**config.mk**
```make
export PLATFORM = sky130hd
export DESIGN_NAME = umem_port_arbiter
export DESIGN_NICKNAME = d
export VERILOG_FILES = /design/src/rtl/umem_port_arbiter.sv
export SDC_FILE = /design/constraint.sdc
export NUM_CORES = 1
export LEC_CHECK = 0
export BUFFER_PORTS_ARGS = -buffer_cell sky130_fd_sc_hd__buf_2
export CAP_MARGIN = 15
export CORE_MARGIN = 8
export CORE_UTILIZATION = 25
export CTS_BUF_LIST = sky130_fd_sc_hd__clkbuf_4
export DETAILED_ROUTE_END_ITERATION = 6
export HOLD_SLACK_MARGIN = 0.1
export PLACE_DENSITY_LB_ADDON = 0.25
export SLEW_MARGIN = 20
export SYNTH_ARGS = -nofsm -noshare
export SYNTH_HDL_FRONTEND = slang
export SYNTH_SLANG_ARGS = --single-unit
export TNS_END_PERCENT = 10
```
**constraint.sdc**
```tcl
create_clock -name clk -period 3.7 [get_ports clk]
set_clock_uncertainty 0.1 [all_clocks]
set_input_delay 0.185 -clock clk [delete_from_list [all_inputs] [get_ports clk]]
set_output_delay 0.185 -clock clk [all_outputs]
set_load 0.01 [all_outputs]
```
**src/rtl/umem_port_arbiter.sv**
```systemverilog
// Shares one unified memory port between fetch and load/store.
// Round-robin grant, registered command, registered response.
module umem_port_arbiter #(
    parameter int ADDR_W = 8,
    parameter int DATA_W = 32
) (
    input  logic              clk,
    input  logic              rst,
    input  logic              if_req,
    input  logic [ADDR_W-1:0] if_addr,
    output logic              if_gnt,
    output logic              if_rvalid,
    output logic [DATA_W-1:0] if_rdata,
    output logic              if_err,
    input  logic              d_req,
    input  logic              d_we,
    input  logic [1:0]        d_size,
    input  logic              d_signed,
    input  logic [ADDR_W-1:0] d_addr,
    input  logic [DATA_W-1:0] d_wdata,
    output logic              d_gnt,
    output logic              d_rvalid,
    output logic [DATA_W-1:0] d_rdata,
    output logic              d_err,
    output logic              mem_inst,
    output logic              mem_read,
    output logic              mem_write,
    output logic [1:0]        mem_size,
    output logic              mem_signed,
    output logic [ADDR_W-1:0] mem_addr,
    output logic [DATA_W-1:0] mem_wdata,
    input  logic [DATA_W-1:0] mem_rdata
);

    logic              last_d;
    logic              cmd_valid;
    logic              cmd_inst;
    logic              cmd_we;
    logic [1:0]        cmd_size;
    logic              cmd_signed;
    logic [ADDR_W-1:0] cmd_addr;
    logic [DATA_W-1:0] cmd_wdata;
    logic              cmd_err;
    logic              rsp_if;
    logic              rsp_d;
    logic              rsp_err;
    logic [DATA_W-1:0] rsp_data;
    logic              if_bad;
    logic              d_bad;

    // Grant: lone requester wins; on contention the one not granted last.
    always_comb begin
        if_gnt = rst & if_req & (~d_req | last_d);
        d_gnt  = rst & d_req & (~if_req | ~last_d);
    end

    // Alignment and size legality of the incoming requests.
    always_comb begin
        if_bad = |if_addr[1:0];
        case (d_size)
            2'b00:   d_bad = |d_addr[1:0];
            2'b01:   d_bad = d_addr[0];
            2'b10:   d_bad = 1'b0;
            default: d_bad = 1'b1;
        endcase
    end

    // Round-robin history; reset favours fetch on first contention.
    always_ff @(posedge clk or negedge rst) begin
        if (!rst) begin
            last_d <= 1'b1;
        end else if (if_gnt) begin
            last_d <= 1'b0;
        end else if (d_gnt) begin
            last_d <= 1'b1;
        end
    end

    // Command register: captures the granted request for the access stage.
    always_ff @(posedge clk or negedge rst) begin
        if (!rst) begin
            cmd_valid  <= 1'b0;
            cmd_inst   <= 1'b0;
            cmd_we     <= 1'b0;
            cmd_size   <= 2'b00;
            cmd_signed <= 1'b0;
            cmd_addr   <= '0;
            cmd_wdata  <= '0;
            cmd_err    <= 1'b0;
        end else begin
            cmd_valid <= if_gnt | d_gnt;
            if (if_gnt) begin
                cmd_inst   <= 1'b1;
                cmd_we     <= 1'b0;
                cmd_size   <= 2'b00;
                cmd_signed <= 1'b0;
                cmd_addr   <= if_addr;
                cmd_wdata  <= '0;
                cmd_err    <= if_bad;
            end else if (d_gnt) begin
                cmd_inst   <= 1'b0;
                cmd_we     <= d_we;
                cmd_size   <= d_size;
                cmd_signed <= d_signed;
                cmd_addr   <= d_addr;
                cmd_wdata  <= d_wdata;
                cmd_err    <= d_bad;
            end
        end
    end

    // Access stage: drive the memory port; errors never touch memory.
    always_comb begin
        mem_inst   = 1'b0;
        mem_read   = 1'b0;
        mem_write  = 1'b0;
        mem_size   = 2'b00;
        mem_signed = 1'b0;
        mem_addr   = '0;
        mem_wdata  = '0;
        if (cmd_valid) begin
            mem_inst   = cmd_inst;
            mem_size   = cmd_size;
            mem_signed = cmd_signed;
            mem_addr   = cmd_inst ? {2'b00, cmd_addr[ADDR_W-1:2]} : cmd_addr;
            if (!cmd_err) begin
                mem_read  = ~cmd_we;
                mem_write = cmd_we;
                mem_wdata = cmd_we ? cmd_wdata : '0;
            end
        end
    end

    // Response register: read data for good loads, zero otherwise.
    always_ff @(posedge clk or negedge rst) begin
        if (!rst) begin
            rsp_if   <= 1'b0;
            rsp_d    <= 1'b0;
            rsp_err  <= 1'b0;
            rsp_data <= '0;
        end else begin
            rsp_if   <= cmd_valid & cmd_inst;
            rsp_d    <= cmd_valid & ~cmd_inst;
            rsp_err  <= cmd_valid & cmd_err;
            rsp_data <= mem_read ? mem_rdata : '0;
        end
    end

    // Steer the response to the requester that issued it.
    always_comb begin
        if_rvalid = rsp_if;
        if_err    = rsp_if & rsp_err;
        if_rdata  = rsp_if ? rsp_data : '0;
        d_rvalid  = rsp_d;
        d_err     = rsp_d & rsp_err;
        d_rdata   = rsp_d ? rsp_data : '0;
    end

endmodule

```
After elaboration in Yosys (flattened, before gate mapping)
Index checks and enable logic that the tools add are counted.
- input port bits: 88
- flip-flop bits (word level): 83
- output and inout port bits: 116
- logic and storage cells: 68
- mux-type cells: 32
- reductions and logical operators: 4
- bitwise logic cells: 17
- equal/unequal tests: 2
- operators by type and width (operator ; number):
    32-bit 2-to-1 mux ; 8
    8-bit 2-to-1 mux ; 4
    1-bit 2-to-1 mux ; 16
    1-bit bitwise AND ; 9
    2-bit 2-to-1 mux ; 3
    1-bit NOT ; 5
    2-bit OR reduction ; 2
    1-bit OR ; 3
    1-bit case mux with 3 select lines ; 1
    2-bit by 1-bit == test with 1-bit output (second input constant) ; 1
    2-bit == test (second input constant) ; 1
    2-bit zero test ; 1
    2-bit nonzero test ; 1

Depth between registers and ports, before layout
Gate-level depths: netlist of the first run.
- depth after elaboration: 5
- depth in mapped cells: 6
- depth with buffers taken out: 5

Worst setup path after synthesis of the first run
No wires, ideal clock.
- path kind: flip-flop to output port
- start: register last_d
- end: output if_gnt
- data required time: 3415 ps
- arrival: 1115 ps
- stages on the path, launching flop included: 5
- setup slack: 2300 ps
- path buffers: 2
- cells stage by stage: dfstp_2 inv_2 a21oi_4 buf_4 buf_2
- word-level cells in the longest chain between the ends: 2
- RTL lines (item ; RTL line ; text):
    from (decl) ; 35 ; logic last_d;
    from (signal assigned) ; 71 ; last_d <= 1'b1;
    from (signal assigned) ; 73 ; last_d <= 1'b0;
    from (signal assigned) ; 75 ; last_d <= 1'b1;
    1-bit OR ; 53 ; if_gnt = rst & if_req & (~d_req | last_d);
    1-bit bitwise AND ; 53 ;
    to (decl) ; 11 ; output logic if_gnt,
No other way between the ends.

Worst setup path after layout of the first run
- start: register cmd_valid
- end: output mem_wdata[6]
- word-level cells in the longest chain between the ends: 1
- RTL lines (item ; RTL line ; text):
    from (decl) ; 36 ; logic cmd_valid;
    from (signal assigned) ; 91 ; cmd_valid <= if_gnt | d_gnt;
    32-bit 2-to-1 mux ; 121 ; if (cmd_valid) begin
    to (decl) ; 31 ; output logic [DATA_W-1:0] mem_wdata,
No other way between the ends.

==> summary.md, run 1 <==
| Metric | Value |
|---|---|
| Comb power frac | 21.1% |
| Overall Global Routing Usage | 13.2% |
| Placed cell area | 4930 µm² |
| Delay-heaviest family, CP | simple AND/OR/NAND/NOR gates |
| Total grt overflow | 0 |
| Area grow syn2layout | 58.2% |
| Synth warn | 0 |
| Power per cell area | 322 nW/µm² |
| Share of cells above drive strength 1 | 35.3% |
| Period utilisation layout | 67.4% |
| Crit-path slowest cell | and3b_1 |
| Net Switching | 0.000560 W |
| Die width | 139 µm |
| First-pass GRT wire length | 20300 µm |
| Die area | 19300 µm² |
| Netlist cell types | 27 |
| Gpl congestion | 0.758 |
| Detailed-route via count | 3554 |
| H-tree levels | 3 |
| Clk pwr share | 23.2% |
| Final Cell Area | 5980 µm² |
| # DRC | 0 |
| CTS Sinks | 83 |
| Cells after synthesis | 353 |
| Worst relative slew slack | 32.9% |
| 1st-iter DRT viols | 102 |
| Fin Setup TNS | 0 ns |
| Required time of the worst setup path | 3.41 ns |
| PortBufs | 203 |
| I/O pin total | 204 |
| CTS Buffer Depth | 2 |
| Core area | 15000 µm² |
| Internal Power | 0.00137 W |
| RSZ-0062 raised after global routing | no |
| Crit-path cells | and3b_1, and2_1, buf_2 |
| CP Data Arrival Time | 2.21 ns |
| Lkg Pwr | 3.26 nW |
| Clock tree root driver cell | clkbuf_4 |
| TritonRoute pass-1 iters | 5 |
| Max-Cap Viols | 0 |
| CP peak stage delay | 0.83 ns |
| Crit Path Max Fanout | 33 |
| Wire length per cell | 15.2 µm |
| Antenna Violating Nets Remaining | 0 |
| Status | finished clean |
| Layout Nets | 726 |
| Min-Delay Path Class | input port to flop |
| Mean Syn Cell Area | 10.7 µm² |
| Worst Path Buf+Inv | 1 |
| Vias per cell | 4.27 |
| Clock latency on the worst-skew pair | 0.43 ns |
| HPWL after DPL | 8900 µm |
| Vias in the first global route | 3853 |
| Layout Utilization | 39.9% |
| FF+latch count, synth | 83 |
| Starting Density | 25.3% |
| Hold Vio Cnt, Final | 0 |
| Initial antenna violation count | 1 |
| Max Clk Rate | 401 MHz |
| Post-Syn Nets | 441 |
| Routed Wire Length | 12600 µm |
| Sw frac | 29.1% |
| Fin crit period | 2.49 ns |
| Num CTS Buffers | 9 |
| Measured slew at the worst slew-check pin | 1.00 ns |
| Slew Limit Fails | 0 |
| Maximum vdd drop | 0.113 mV |
| Register clock-pin slew on the reported worst setup and hold paths | 0.13 ns |
| CP Launch Type | flop |
| Syn Std Cell Area | 3780 µm² |
| Crit end category | output port |
| Final setup viols | 0 |
| TritonCTS clock tree | built |
| Share of power burned in registers | 55.7% |
| Pin count of the biggest net entering global routing | 63 |
| Chip height | 139 µm |
| Rows | 45 |
| Sequential fraction of the synthesis area | 54.9% |
| Crit path kind | flop to output port |
-- synth_stat cells --
cell / instances / area [µm²]
a21o_1: 1 / 7.51
a21o_2: 1 / 8.76
a21oi_1: 11 / 55.1
a21oi_4: 1 / 16.3
a222oi_1: 6 / 60.1
a22o_1: 26 / 228
and2_1: 137 / 857
and3b_1: 1 / 8.76
buf_2: 6 / 30.0
buf_4: 4 / 30.0
buf_6: 2 / 22.5
clkbuf_1: 13 / 48.8
clkinv_4: 1 / 8.76
dfrtp_1: 82 / 2050
dfstp_2: 1 / 26.3
inv_1: 8 / 30.0
inv_2: 1 / 3.75
mux2i_1: 8 / 80.1
nand2_1: 26 / 97.6
nand2b_1: 1 / 6.26
nor2_1: 1 / 3.75
nor2b_1: 7 / 43.8
nor3b_1: 1 / 7.51
nor3b_2: 1 / 12.5
o21ai_0: 4 / 20.0
o21ai_1: 1 / 5.00
o31ai_2: 1 / 12.5
-- kinds of logic (layout without fill, tap and decap cells) --
group                  after synthesis  after routing  synth area share, %
AO/OA/AOI/OAI                       52             52                 10.9
buffers and inverters               35            325                 4.60
flip-flops                          83             83                 54.9
multiplexers                         8              8                 2.12
other                                0              1                    0
AND/OR/NAND/NOR                    175            175                 27.4
-- power by group through the flow --
stage                     clock network [W]  logic (W)  registers, W
after floorplan                           0   0.000199       0.00105
after global placement                    0   0.000307       0.00109
after detailed placement                  0   0.000314       0.00109
after CTS                          0.000479   0.000413       0.00108
after global routing               0.000515   0.000451       0.00109
final                              0.000446   0.000407       0.00107
-- path summary, 6_finish.rpt --
kind / cells after the start / start / slack, ns / endpoint
setup / recovery: 3 / cmd_valid$_DFF_PN0_ / 1.21 / mem_wdata[6]
hold / removal: 3 / if_req / 0.19 / cmd_valid$_DFF_PN0_
setup reg to reg: 5 / last_d$_DFFE_PN1P_ / 1.24 / cmd_addr[7]$_DFFE_PN0P_
hold reg to reg: 1 / cmd_wdata[20]$_DFFE_PN0P_ / 0.41 / cmd_wdata[20]$_DFFE_PN0P_
max in group asynchronous: 3 / rst / 1.93 / cmd_wdata[14]$_DFFE_PN0P_
min in group asynchronous: 2 / rst / 0.20 / last_d$_DFFE_PN1P_
-- worst register-to-register path, stage by stage (launching register included) --
cell and delay, ns:
dfstp_2 0.58, a21o_2 0.31, clkinv_4 0.34, a222oi_1 0.40, dlygate4sd3_1 0.59, inv_1 0.04
-- final cells by class --
class                           instances  area, µm²
Sequential cell                        83       2080
Inverter                               10       42.5
Antenna cell                            1       2.50
Tap cell                              188        235
Fill cell                            1501       8990
Clock inverter                          6       32.5
Multi-Input combinational cell        235       1540
Clock buffer                           10       75.1
Timing Repair Buffer                  299       1970
-- sequential cells by signal (all words and copies together) (netlist names) --
| name | flops |
|---|---|
| cmd_wdata | 32 |
| rsp_data | 32 |
| cmd_addr | 8 |
| cmd_size | 2 |
| cmd_err | 1 |
| cmd_inst | 1 |
| cmd_signed | 1 |
| cmd_valid | 1 |
| cmd_we | 1 |
| d_rvalid | 1 |
| if_rvalid | 1 |
| last_d | 1 |
| rsp_err | 1 |
-- routing by layer --
| layer | routed length, µm | global-route usage, % | vias up | part of all wire (%) |
|---|---|---|---|---|
| met5 | 0 | 0 | - | 0 |
| met4 | 195 | 5.55 | 0 | 1.5 |
| met3 | 1090 | 5.27 | 14 | 8.6 |
| met2 | 6000 | 21.8 | 148 | 47 |
| met1 | 5350 | 14.9 | 1674 | 42 |
| li1 | - | - | 1718 | - |
-- layout by cell type (no fill, tap or decap), drive strengths merged --
master / Yosys / routed
and3b: 1 / 1
inv: 9 / 9
nor2b: 7 / 7
a22o: 26 / 26
nand2b: 1 / 1
and2: 137 / 137
diode: 0 / 1
clkbuf: 13 / 10
a222oi: 6 / 6
a21o: 2 / 2
o21ai: 5 / 5
nor3b: 2 / 2
dlygate4sd3: 0 / 94
mux2i: 8 / 8
o31ai: 1 / 1
buf: 12 / 205
clkinv: 1 / 5
dfrtp: 82 / 82
dfstp: 1 / 1
nor2: 1 / 1
nand2: 26 / 26
a21oi: 12 / 12
clkinvlp: 0 / 2
-- through the flow --
stage / hold WS (ns) / instances / worst slack, ns / power (W)
global route: 0.145 / 832 / 0.929 / 0.00206
CTS: 0.139 / 831 / 1.09 / 0.00197
floorplan: -0.211 / 353 / 2.30 / 0.00125
detailed placement: 0.0312 / 721 / 1.64 / 0.00141
global placement: 0.0186 / 721 / 1.73 / 0.00140
finish: 0.191 / 832 / 1.21 / 0.00193
-- what timing repair did --
action | 4_1_cts | 5_1_grt
hold endpoints to repair | 99 | 0
buffers inserted | 0 | 0
hold buffers | 94 | 0
resized for setup | 0 | 0
No activity file was read; power rests on OpenSTA's default activity.
==> run 2: changes to the inputs <==
clock period = 2.5 ns   (was 3.7 ns; I/O delays follow)
==> run 2 against run 1 <==
- final area grew 1.1%
- clock-buffer cell count up 2
- critical path depth increased by 3
- global-route usage rose by 0.66 points
- register-to-register slack got worse by 1.0 ns
- combinational power is 48% higher
- hold slack worse by 0.055 ns
- setup slack lost 0.99 ns
- final cell count increased by 0.24%
- sequential share of layout area fell by 0.38 points
- routed wire length increased by 2.3%
- core utilization up 0.44 points
==> summary.md, run 2 (synthesis results as in run 1) <==
| Metric | Value |
|---|---|
| Wire length per cell | 15.5 µm |
| Pin count of the biggest net entering global routing | 44 |
| Max-Cap Viols | 0 |
| Slew Limit Fails | 0 |
| Period utilisation layout | 91.2% |
| Tot Pwr | 0.00309 W |
| Gpl congestion | 0.731 |
| First-pass GRT wire length | 21400 µm |
| Routed Wire Length | 12900 µm |
| Flop-to-flop setup slack | 0.22 ns |
| Chip height | 139 µm |
| Hold slack | 0.135 ns |
| Core area | 15000 µm² |
| Lkg Pwr | 3.30 nW |
| Antenna Violating Nets Remaining | 0 |
| Power per cell area | 510 nW/µm² |
| Final setup viols | 0 |
| Final Cell Area | 6050 µm² |
| Register clock-pin slew on the reported worst setup and hold paths | 0.14 ns |
| Reg-to-Reg Start | last_d$_DFFE_PN1P_ |
| Min-Delay Path Class | input port to asynchronous set/reset pin |
| Vias in the first global route | 3931 |
| TritonCTS clock tree | built |
| Num CTS Buffers | 9 |
| Clock latency on the worst-skew pair | 0.43 ns |
| Largest registers | cmd_wdata x32, rsp_data x32, cmd_addr x8 |
| Die area | 19300 µm² |
| Clock tree root driver cell | clkbuf_4 |
| Overall Global Routing Usage | 13.9% |
| Vias per cell | 4.24 |
| Starting Density | 25.3% |
| Crit path kind | flop to flop |
| I/O pin total | 204 |
| TritonRoute pass-1 iters | 4 |
| Status | finished clean |
| Fin crit period | 2.28 ns |
| H-tree levels | 3 |
| CP Launch Type | flop |
| Reg2reg path depth | 6 |
| Layout Utilization | 40.4% |
| Required time of the worst setup path | 2.78 ns |
| Hold Vio Cnt, Final | 0 |
| R2R Path End | cmd_err$_DFFE_PN0P_ |
| Share of cells above drive strength 1 | 35.8% |
| CTS Buffer Depth | 2 |
| Leading cell type in the layout, fill and taps excluded | buf_2 |
| RSZ-0062 raised after global routing | no |
| Worst relative slew slack | 30.6% |
| CTS Sinks | 83 |
| Crit Path Max Fanout | 14 |
| Detailed-route via count | 3539 |
| Initial antenna violation count | 1 |
| Measured slew at the worst slew-check pin | 1.04 ns |
| Die width | 139 µm |
| Filler cell count | 1498 |
| Rows | 45 |
| CP Data Arrival Time | 2.56 ns |
| Fin Setup TNS | 0 ns |
| Area grow syn2layout | 59.9% |
| Total grt overflow | 0 |
| PortBufs | 203 |
| HPWL after DPL | 9160 µm |
| Commonest non-fill, non-tap cells in the layout | buf_2, and2_1, dlygate4sd3_1, dfrtp_1 |
| # DRC | 0 |
| 1st-iter DRT viols | 81 |
| Max Clk Rate | 439 MHz |
| Placed cell area | 4950 µm² |
| Crit end category | flop |
| Maximum vdd drop | 0.216 mV |
| Layout Nets | 728 |
-- run 2: changes by cell type in the layout (fill, tap and decap cells not counted), sizes merged --
cell / before / now
clkbuf: 10 / 12
bufinv: 0 / 2
clkinvlp: 2 / 0
dlygate4sd3: 94 / 93
buf: 205 / 208
clkinv: 5 / 2
inv: 9 / 10
-- run 2: how the worst max path moves through the flow --
stage,from,to,depth (start not counted)
floorplan,last_d$_DFFE_PN1P_,cmd_signed$_DFFE_PN0P_,5
global placement,last_d$_DFFE_PN1P_,cmd_addr[7]$_DFFE_PN0P_,4
detailed placement,last_d$_DFFE_PN1P_,cmd_addr[7]$_DFFE_PN0P_,4
CTS,last_d$_DFFE_PN1P_,cmd_addr[7]$_DFFE_PN0P_,5
global route,last_d$_DFFE_PN1P_,cmd_err$_DFFE_PN0P_,6
finish,last_d$_DFFE_PN1P_,cmd_err$_DFFE_PN0P_,6
-- run 2: through the flow --
stage               setup slack, ns  cells
finish                        0.221    834
detailed placement            0.648    724
global route                 0.0974    834
global placement              0.690    724
CTS                          0.0833    833
floorplan                      1.11    353
-- run 2: routing by layer --
layer	part of all wire, %	up-vias	global-route usage [%]
met1	43	1665	16.2
met2	47	138	22.9
met4	1.5	0	4.62
met3	7.9	13	5.37
met5	0	-	0
li1	-	1723	-
-- run 2: critical path, cell delays in order, from the launching register on --
cell and delay [ns]:
dfstp_2 0.59, inv_2 0.05, a21oi_4 0.41, buf_4 0.25, a21oi_1 0.06, o31ai_2 0.20, dlygate4sd3_1 0.57
-- run 2: area by class of cell --
| class | count | area (µm²) | area share, % |
|---|---|---|---|
| repair buffers | 301 | 1990 | 32.9 |
| diodes | 1 | 2.50 | 0.0414 |
| well taps | 188 | 235 | 3.89 |
| inverters | 10 | 45.0 | 0.745 |
| clock inverters | 4 | 68.8 | 1.14 |
| flip-flops and latches | 83 | 2080 | 34.4 |
| clock buffers | 12 | 90.1 | 1.49 |
| multi-input cells | 235 | 1540 | 25.5 |
-- run 2: where the power goes --
part	internal (W)	switching, W
logic	0.000341	0.000263
registers	0.00148	0.000115
clock network	0.000436	0.000455
total	0.00225	0.000833
-- run 2: what timing repair did --
action	in CTS	in global routing
resized for setup	0	1
hold buffers	93	0
setup endpoints to repair	0	3
buffers inserted	0	0
hold endpoints to repair	119	0
